<file path="config.mk">
export PLATFORM = sky130hd
export DESIGN_NAME = pc_fetch_flat
export DESIGN_NICKNAME = d
export VERILOG_FILES = /design/src/rtl/mips_pkg.sv /design/src/rtl/pc_fetch_if.sv /design/src/rtl/pc_fetch.sv /design/src/flat_wrapper.sv
export SDC_FILE = /design/constraint.sdc
export NUM_CORES = 1
export LEC_CHECK = 0
export ABC_AREA = 0
export CAP_MARGIN = 20
export CORE_MARGIN = 3
export CORE_UTILIZATION = 25
export CTS_BUF_LIST = sky130_fd_sc_hd__clkbuf_2 sky130_fd_sc_hd__clkbuf_4 sky130_fd_sc_hd__clkbuf_8
export DETAILED_ROUTE_END_ITERATION = 8
export PLACE_DENSITY = 0.59
export SETUP_SLACK_MARGIN = 0.02
export SLEW_MARGIN = 10
export SYNTH_ARGS = -nofsm -noshare
export SYNTH_HDL_FRONTEND = slang
export SYNTH_SLANG_ARGS = --single-unit
export TNS_END_PERCENT = 1
</file>
<file path="constraint.sdc">
create_clock -name clk -period 3.06 [get_ports clk]
set_clock_uncertainty 0.2 [all_clocks]
set_input_delay 0.306 -clock clk [delete_from_list [all_inputs] [get_ports clk]]
set_output_delay 0.306 -clock clk [all_outputs]
set_load 0.05 [all_outputs]
</file>
<file path="src/rtl/mips_pkg.sv">
// Shared definitions for the fetch stage and the next-PC block.
package mips_pkg;

   // Word address of an instruction: byte address bits [31:2]
   typedef logic [29:0] word_addr_t;

   // Byte address 0x0000_3000 expressed as a word address
   localparam word_addr_t RESET_PC_DEFAULT = 30'h0000_0C00;

   // Fetch sequencing; code 2'd3 is unused and recovers to S_REQ
   typedef enum logic [1:0] {
      S_REQ  = 2'd0,
      S_WAIT = 2'd1,
      S_HOLD = 2'd2
   } fetch_state_t;

endpackage

</file>
<file path="src/rtl/pc_fetch_if.sv">
// Instruction-memory request/response bundle between fetch and memory.
interface pc_fetch_if;
   import mips_pkg::*;

   logic        imem_req;
   word_addr_t  imem_addr;
   logic        imem_ready;
   logic        imem_rvalid;
   logic [31:0] imem_rdata;

   // Fetch side drives the request, memory answers with ready/rvalid/rdata
   modport master (
      output imem_req,
      output imem_addr,
      input  imem_ready,
      input  imem_rvalid,
      input  imem_rdata
   );

   modport slave (
      input  imem_req,
      input  imem_addr,
      output imem_ready,
      output imem_rvalid,
      output imem_rdata
   );

endinterface

</file>
<file path="src/rtl/pc_fetch.sv">
// Fetch stage: holds the architectural PC, issues one memory request per PC,
// buffers the returned word for decode and advances PC on decode accept.
module pc_fetch
   import mips_pkg::*;
#(
   parameter word_addr_t RESET_PC = RESET_PC_DEFAULT,
   parameter int         CNT_W    = 32
) (
   input  logic              clk,
   input  logic              rst,
   input  word_addr_t        nextpc,
   output word_addr_t        pc,
   pc_fetch_if.master        imem,
   output logic [31:0]       instr,
   output logic              instr_valid,
   input  logic              instr_ready,
   output logic [CNT_W-1:0]  icount
);

   localparam logic [CNT_W-1:0] CNT_ONE = {{(CNT_W-1){1'b0}}, 1'b1};

   fetch_state_t state;

   // Request is held while in S_REQ; suppressed during reset so the memory
   // never sees a request before the first post-reset cycle.
   assign imem.imem_req  = (state == S_REQ) && !rst;
   assign imem.imem_addr = pc;

   // Fetch sequencer with PC register, instruction buffer and retire counter
   always_ff @(posedge clk) begin
      if (rst) begin
         state       <= S_REQ;
         pc          <= RESET_PC;
         instr       <= 32'h0;
         instr_valid <= 1'b0;
         icount      <= '0;
      end else begin
         case (state)
            S_REQ: begin
               // Any rvalid seen here belongs to nobody and is dropped
               if (imem.imem_ready) begin
                  state <= S_WAIT;
               end
            end
            S_WAIT: begin
               if (imem.imem_rvalid) begin
                  instr       <= imem.imem_rdata;
                  instr_valid <= 1'b1;
                  state       <= S_HOLD;
               end
            end
            S_HOLD: begin
               // nextpc is only meaningful on the consume edge
               if (instr_ready) begin
                  pc          <= nextpc;
                  instr_valid <= 1'b0;
                  icount      <= icount + CNT_ONE;
                  state       <= S_REQ;
               end
            end
            default: begin
               state       <= S_REQ;
               instr_valid <= 1'b0;
            end
         endcase
      end
   end

endmodule

</file>
<file path="src/flat_wrapper.sv">
// flat-port wrapper written by rule: the top's interface ports become plain ports
module pc_fetch_flat import mips_pkg::*;
#(
   parameter word_addr_t RESET_PC = RESET_PC_DEFAULT,
   parameter int         CNT_W    = 32
)
  (clk, rst, nextpc, pc, instr, instr_valid, instr_ready, icount, imem_imem_req, imem_imem_addr, imem_imem_ready, imem_imem_rvalid, imem_imem_rdata);
  pc_fetch_if imem_i ();
  input  logic clk;
  input  logic rst;
  input  word_addr_t nextpc;
  output word_addr_t pc;
  output logic [31:0] instr;
  output logic instr_valid;
  input  logic instr_ready;
  output logic [CNT_W-1:0] icount;
  output wire logic [$bits(imem_i.imem_req)-1:0] imem_imem_req;
  output wire logic [$bits(imem_i.imem_addr)-1:0] imem_imem_addr;
  input wire logic [$bits(imem_i.imem_ready)-1:0] imem_imem_ready;
  input wire logic [$bits(imem_i.imem_rvalid)-1:0] imem_imem_rvalid;
  input wire logic [$bits(imem_i.imem_rdata)-1:0] imem_imem_rdata;
  assign imem_imem_req = imem_i.imem_req;
  assign imem_imem_addr = imem_i.imem_addr;
  assign imem_i.imem_ready = imem_imem_ready;
  assign imem_i.imem_rvalid = imem_imem_rvalid;
  assign imem_i.imem_rdata = imem_imem_rdata;
  pc_fetch #(.RESET_PC(RESET_PC), .CNT_W(CNT_W)) u_core (.clk(clk), .rst(rst), .nextpc(nextpc), .pc(pc), .imem(imem_i), .instr(instr), .instr_valid(instr_valid), .instr_ready(instr_ready), .icount(icount));
endmodule
</file>
* After elaboration in Yosys (flattened, before gate mapping) *
Index checks and enable logic that the tools add are counted.

operators by class
  $add $sub $neg = 1
  reduce and logical (&&, ||, !) cells = 7
  multiplexer cells = 7
  bitwise gates (word level) = 1
  eq/ne operators = 5

operators with widths
  cell                     count
  $add A32 B1 Y32 const B  1
  $mux W2                  3
  $ne A2 B2 Y1 const B     3
  $pmux W2 S3              1
  $reduce_and A3 Y1        2
  $reduce_and A2 Y1        2
  $pmux W1 S3              1
  $eq A2 B1 Y1 const B     1
  $eq A2 B2 Y1 const B     1
  $logic_not A2 Y1         1
  $mux W1                  2
  $logic_and A1 B1 Y1      1
  $logic_not A1 Y1         1
  $not A1 Y1               1

storage, ports and cells
  input bits = 67
  output and inout port bits = 126
  register bits after elaboration = 97
  word-level logic and storage cells = 26

* Longest topological paths before layout *
  depth after elaboration = 3
  gate-level depth with buffers = 6
  depth with buffers taken out = 5

* Least setup slack after synthesis *
Ideal clock, no wire load.

  path kind = reg-to-reg
  from = reg u_core.icount[0]
  to = reg u_core.icount[18]
  setup time = 0.123 ns
  buffers on the path = 1
  cell stages (with the launch flop) = 7
  arrival time = 1.931 ns
  clock period less this slack = 2.254 ns
  setup slack = 0.806 ns
  required time = 2.737 ns
  cells stage by stage = dfxtp_1 -> ha_1 -> and3_1 -> nand4_4 -> buf_2 -> nor3_1 -> mux2_1

between the ends
  cells in the longest elaborated chain, start to end = 1

ends and longest elaborated chain
  element                 RTL line        RTL
  from (decl)             pc_fetch.sv:17  output logic [CNT_W-1:0] icount
  from (signal assigned)  pc_fetch.sv:57  icount <= icount + CNT_ONE;
  $add A32 B1 Y32         pc_fetch.sv:57

No other way between the ends.
A chain may end at the register's enable or synchronous reset.

* Worst setup path in the final report *
  from = reg u_core.state[1]
  to = out imem_imem_req

between the ends
  cells in the longest elaborated chain, start to end = 2

ends and longest elaborated chain
  element                 RTL line            RTL
  from (decl)             pc_fetch.sv:22      fetch_state_t state;
  from (signal assigned)  pc_fetch.sv:32      state <= S_REQ;
  from (signal assigned)  pc_fetch.sv:42      state <= S_WAIT;
  from (signal assigned)  pc_fetch.sv:49      state <= S_HOLD;
  $logic_not A2 Y1        pc_fetch.sv:26      assign imem.imem_req = (state == S_REQ) && !rst;
  $logic_and A1 B1 Y1     pc_fetch.sv:26
  to (decl)               flat_wrapper.sv:17  output wire logic [$bits(imem_i.imem_req)-1:0] imem_imem_req;

No other way between the ends.

==> PnR_summary.wiki <==
{| class="wikitable"
! Metric !! Value
|-
| Clock tree root driver cell || sky130_fd_sc_hd__clkbuf_8
|-
| Class of the most critical hold timing path || primary input to flip-flop
|-
| Worst-margin pin slew || about 0.72 ns
|-
| Placed wire-length estimate || between 8000 and 9000 microns
|-
| Initial antenna violation count || 0
|-
| Setup repair after global routing missed its margin || false
|-
| Crit end category || output port
|-
| Post-synthesis cell area || ~4100 sq um
|-
| Final antenna-violating net count || 0
|-
| Critical path buffer and inverter count || 1
|-
| Clock slew at the register clock pins of the worst setup and hold paths || 0.10 ns
|-
| Fraction of registers with async set/reset || 0%
|-
| Full die area || 17900 sq um
|-
| Normalized max-slew margin || ~52%
|-
| Via count of the first global-routing pass || 3630
|-
| Register area share after synthesis || 47.7%
|-
| Growth of design area from synthesis to finish || 51.0%
|-
| Hold-fix buffers at CTS || 0
|-
| Global-route wire length before repair || 18800 microns
|-
| Upper clock frequency limit || between 400 and 500 MHz
|-
| Outcome || finished, final reports clean
|-
| I/O Pins || 193
|-
| Cells along the critical path || nor3_1 > clkdlybuf4s50_1
|-
| Routed len/inst || between 10 and 15 microns
|-
| Worst-path maximum fanout || 8
|-
| FF+latch count, synth || 97
|-
| Sum of negative setup slack || 0 ns
|-
| Total of warnings raised by yosys || 0
|-
| Residual overflow from global routing || 0
|-
| Net Count, Synth || roughly 560
|-
| Share of the clock period used by the worst path after layout || just under 80%
|-
| Pwr/cell area || 414 nW/um^2
|-
| Dominant cell type by area after synthesis || sky130_fd_sc_hd__dfxtp_1
|-
| Setup bufs post-CTS || 0
|-
| Synth Area per Inst || between 8 and 9 sq um
|-
| Hold Path End || u_core.icount[11]$_SDFFE_PP0P_
|-
| Critical path launch point || u_core.state[1]$_SDFFE_PP0P_
|-
| Utilization after layout || 38.7%
|-
| Number of I/O port buffers || 192
|-
| Number of inserted filler cells in the final layout || 1642
|-
| Number of gates given a new drive strength after cts || 0
|-
| Most common cell after layout, fill and taps aside || sky130_fd_sc_hd__clkdlybuf4s50_1
|-
| Place WS || 0.643 ns
|-
| Maximum buffer depth of the clock tree || 2
|-
| Final min period || 2.36 ns
|-
| Starting density of the core || 25.6%
|-
| Final standard cell area without fillers || just over 6000 sq um
|-
| Number of nets in the layout || between 700 and 800
|-
| Maximum level of the CTS H-tree || 3
|-
| Min-Delay Path Depth || 2
|-
| Num CTS Buffers || 9
|-
| Cell Rows || 46
|-
| Source-to-sink clock delay at the later pin of the worst-skew pair || 0.37 ns
|-
| Hold path startpoint || rst
|-
| Number of DRC markers after the initial detailed-route iteration || 138
|-
| Fraction of layout cells with a size suffix above 1 || 5.38%
|-
| Y dimension of the die || 134 microns
|-
| Max-slew violation total from the final report || 0
|-
| Commonest non-fill, non-tap cells in the layout || sky130_fd_sc_hd__clkdlybuf4s50_1, sky130_fd_sc_hd__nand2_1, sky130_fd_sc_hd__dfxtp_1, sky130_fd_sc_hd__a21oi_1, sky130_fd_sc_hd__nor2_1
|-
| Via density per instance || 4.47
|-
| Wire length reported by the detailed router || 12200 microns
|-
| Leading cell types by total area after synthesis || sky130_fd_sc_hd__dfxtp_1, sky130_fd_sc_hd__nand2_1, sky130_fd_sc_hd__a21oi_1, sky130_fd_sc_hd__buf_4, sky130_fd_sc_hd__nand4_4
|-
| Remaining routing DRC violations || 0
|-
| Antenna fix cells || 0
|-
| Worst reg2reg path startpoint || u_core.icount[0]$_SDFFE_PP0P_
|-
| Leak pwr || 0.00209 uW
|-
| Largest stage delay on the critical path || 0.88 ns
|-
| Count of maximum capacitance violations || 0
|-
| Worst setup path category || flip-flop to output port
|-
| Count of cell types in the netlist || 33
|-
| Crit-path leading delay family || buffers and inverters
|-
| TritonCTS clock tree || built
|-
| Path depth of the worst reg2reg path || 5
|-
| Nature of the critical path startpoint || flip-flop
|-
| Max stage delay cell, worst path || sky130_fd_sc_hd__clkdlybuf4s50_1
|-
| Global placer's final weighted congestion || between 0.7 and 0.8
|-
| GRT Total Usage || 13.1%
|-
| Maximum number of pins on one net before global-route repair || 70
|-
| EDFF count, synth || 0
|-
| Final hold viol count || 0
|-
| Peak supply drop || 0.195 mV
|-
| Total cell area at the placement stage || 5940 sq um
|-
| Data required time of the worst path || 2.55 ns
|-
| Main synth FF type || sky130_fd_sc_hd__dfxtp_1
|-
| Final Hold Slack || 0.131 ns
|-
| CTS sink cnt || 97
|-
| Core box area || roughly 16000 sq um
|-
| Setup slack of the critical path after layout || about 0.70 ns
|-
| Register-to-register setup slack || 0.92 ns
|-
| Number of detailed-routing iterations run before antenna repair || 5
|-
| Overall via count from detail_route || around 3900
|-
| Top-area cell type share of the netlist area || 47.7%
|-
| Reg2Reg Capture Point || u_core.icount[28]$_SDFFE_PP0P_
|-
| Arrival time of the worst setup path || 1.85 ns
|-
| Synth Instances || 496
|-
| Final Setup Violations || 0
|-
| Chip width || 134 microns
|}
## routing by layer
metal | part of all wire [%] | GRT usage, % | wire (microns) | vias up
met3 | 6.9 | 4.00 | 840 | 8
li1 | - | - | - | 1935
met2 | 50 | 22.9 | 6100 | 136
met5 | 0 | 0 | 0 | -
met4 | 1.1 | 4.29 | 138 | 0
met1 | 42 | 15.4 | 5100 | 1792
## through the flow
step / instances / total power, uW
finish: 866 / 2540
detailed placement: 850 / 1700
CTS: 866 / 2600
floorplan: 496 / 1530
global route: 866 / 2670
global placement: 850 / 1690
## cell type report
| cell class | count | area [sq um] | area share, % |
|---|---|---|---|
| clock inverter | 4 | 48.8 | 0.794 |
| clock buffer | 12 | 159 | 2.58 |
| multi-input combinational | 335 | 1750 | 28.5 |
| timing repair buffer | 197 | 1960 | 31.8 |
| tap | 216 | 270 | 4.40 |
| inverter | 5 | 18.8 | 0.305 |
| sequential | 97 | 1940 | 31.6 |
## registers in the layout (all words and copies together), names as in the netlist
signal,count
u_core.instr_valid,1
u_core.state,2
u_core.icount,32
u_core.instr,32
u_core.imem.imem_addr,30
## logic make-up after synthesis
kind of cell / after synthesis / synth area share, %
adders and majority gates: 1 / 0.307
muxes: 6 / 1.66
AOI/OAI and AO/OA: 97 / 12.5
xor gates and xnor gates: 9 / 1.94
buffers and inverters: 64 / 9.37
and+or+nand+nor: 222 / 26.5
DFF: 97 / 47.7
## synth_stat cells (6+ instances only)
library cell	instances
sky130_fd_sc_hd__nand2_1	138
sky130_fd_sc_hd__dfxtp_1	97
sky130_fd_sc_hd__a21oi_1	80
sky130_fd_sc_hd__buf_4	30
sky130_fd_sc_hd__clkbuf_1	21
sky130_fd_sc_hd__nor2_1	20
sky130_fd_sc_hd__nand3_1	9
sky130_fd_sc_hd__o21ai_0	8
sky130_fd_sc_hd__o31ai_1	8
sky130_fd_sc_hd__or3_1	8
sky130_fd_sc_hd__or4_1	8
sky130_fd_sc_hd__nor2b_1	6
sky130_fd_sc_hd__xor2_1	6
## worst max path at each step
stage	end	cells after the start
5_1_grt	imem_imem_req	2
3_5_place_dp	u_core.icount[31]$_SDFFE_PP0P_	6
3_3_place_gp	u_core.icount[31]$_SDFFE_PP0P_	6
2_1_floorplan	u_core.icount[18]$_SDFFE_PP0P_	6
4_1_cts	imem_imem_req	2
6_report	imem_imem_req	2
## where the power goes
part / total [uW] / internal [uW] / switching, uW / leakage [uW]
Sequential: 1310 / 1290 / 18.0 / 0.000784
Combinational: 358 / 150 / 208 / 0.00120
Clock: 879 / 433 / 447 / 0.000110
Total: 2540 / 1870 / 673 / 0.00209
No activity file was read; power rests on OpenSTA's default activity.
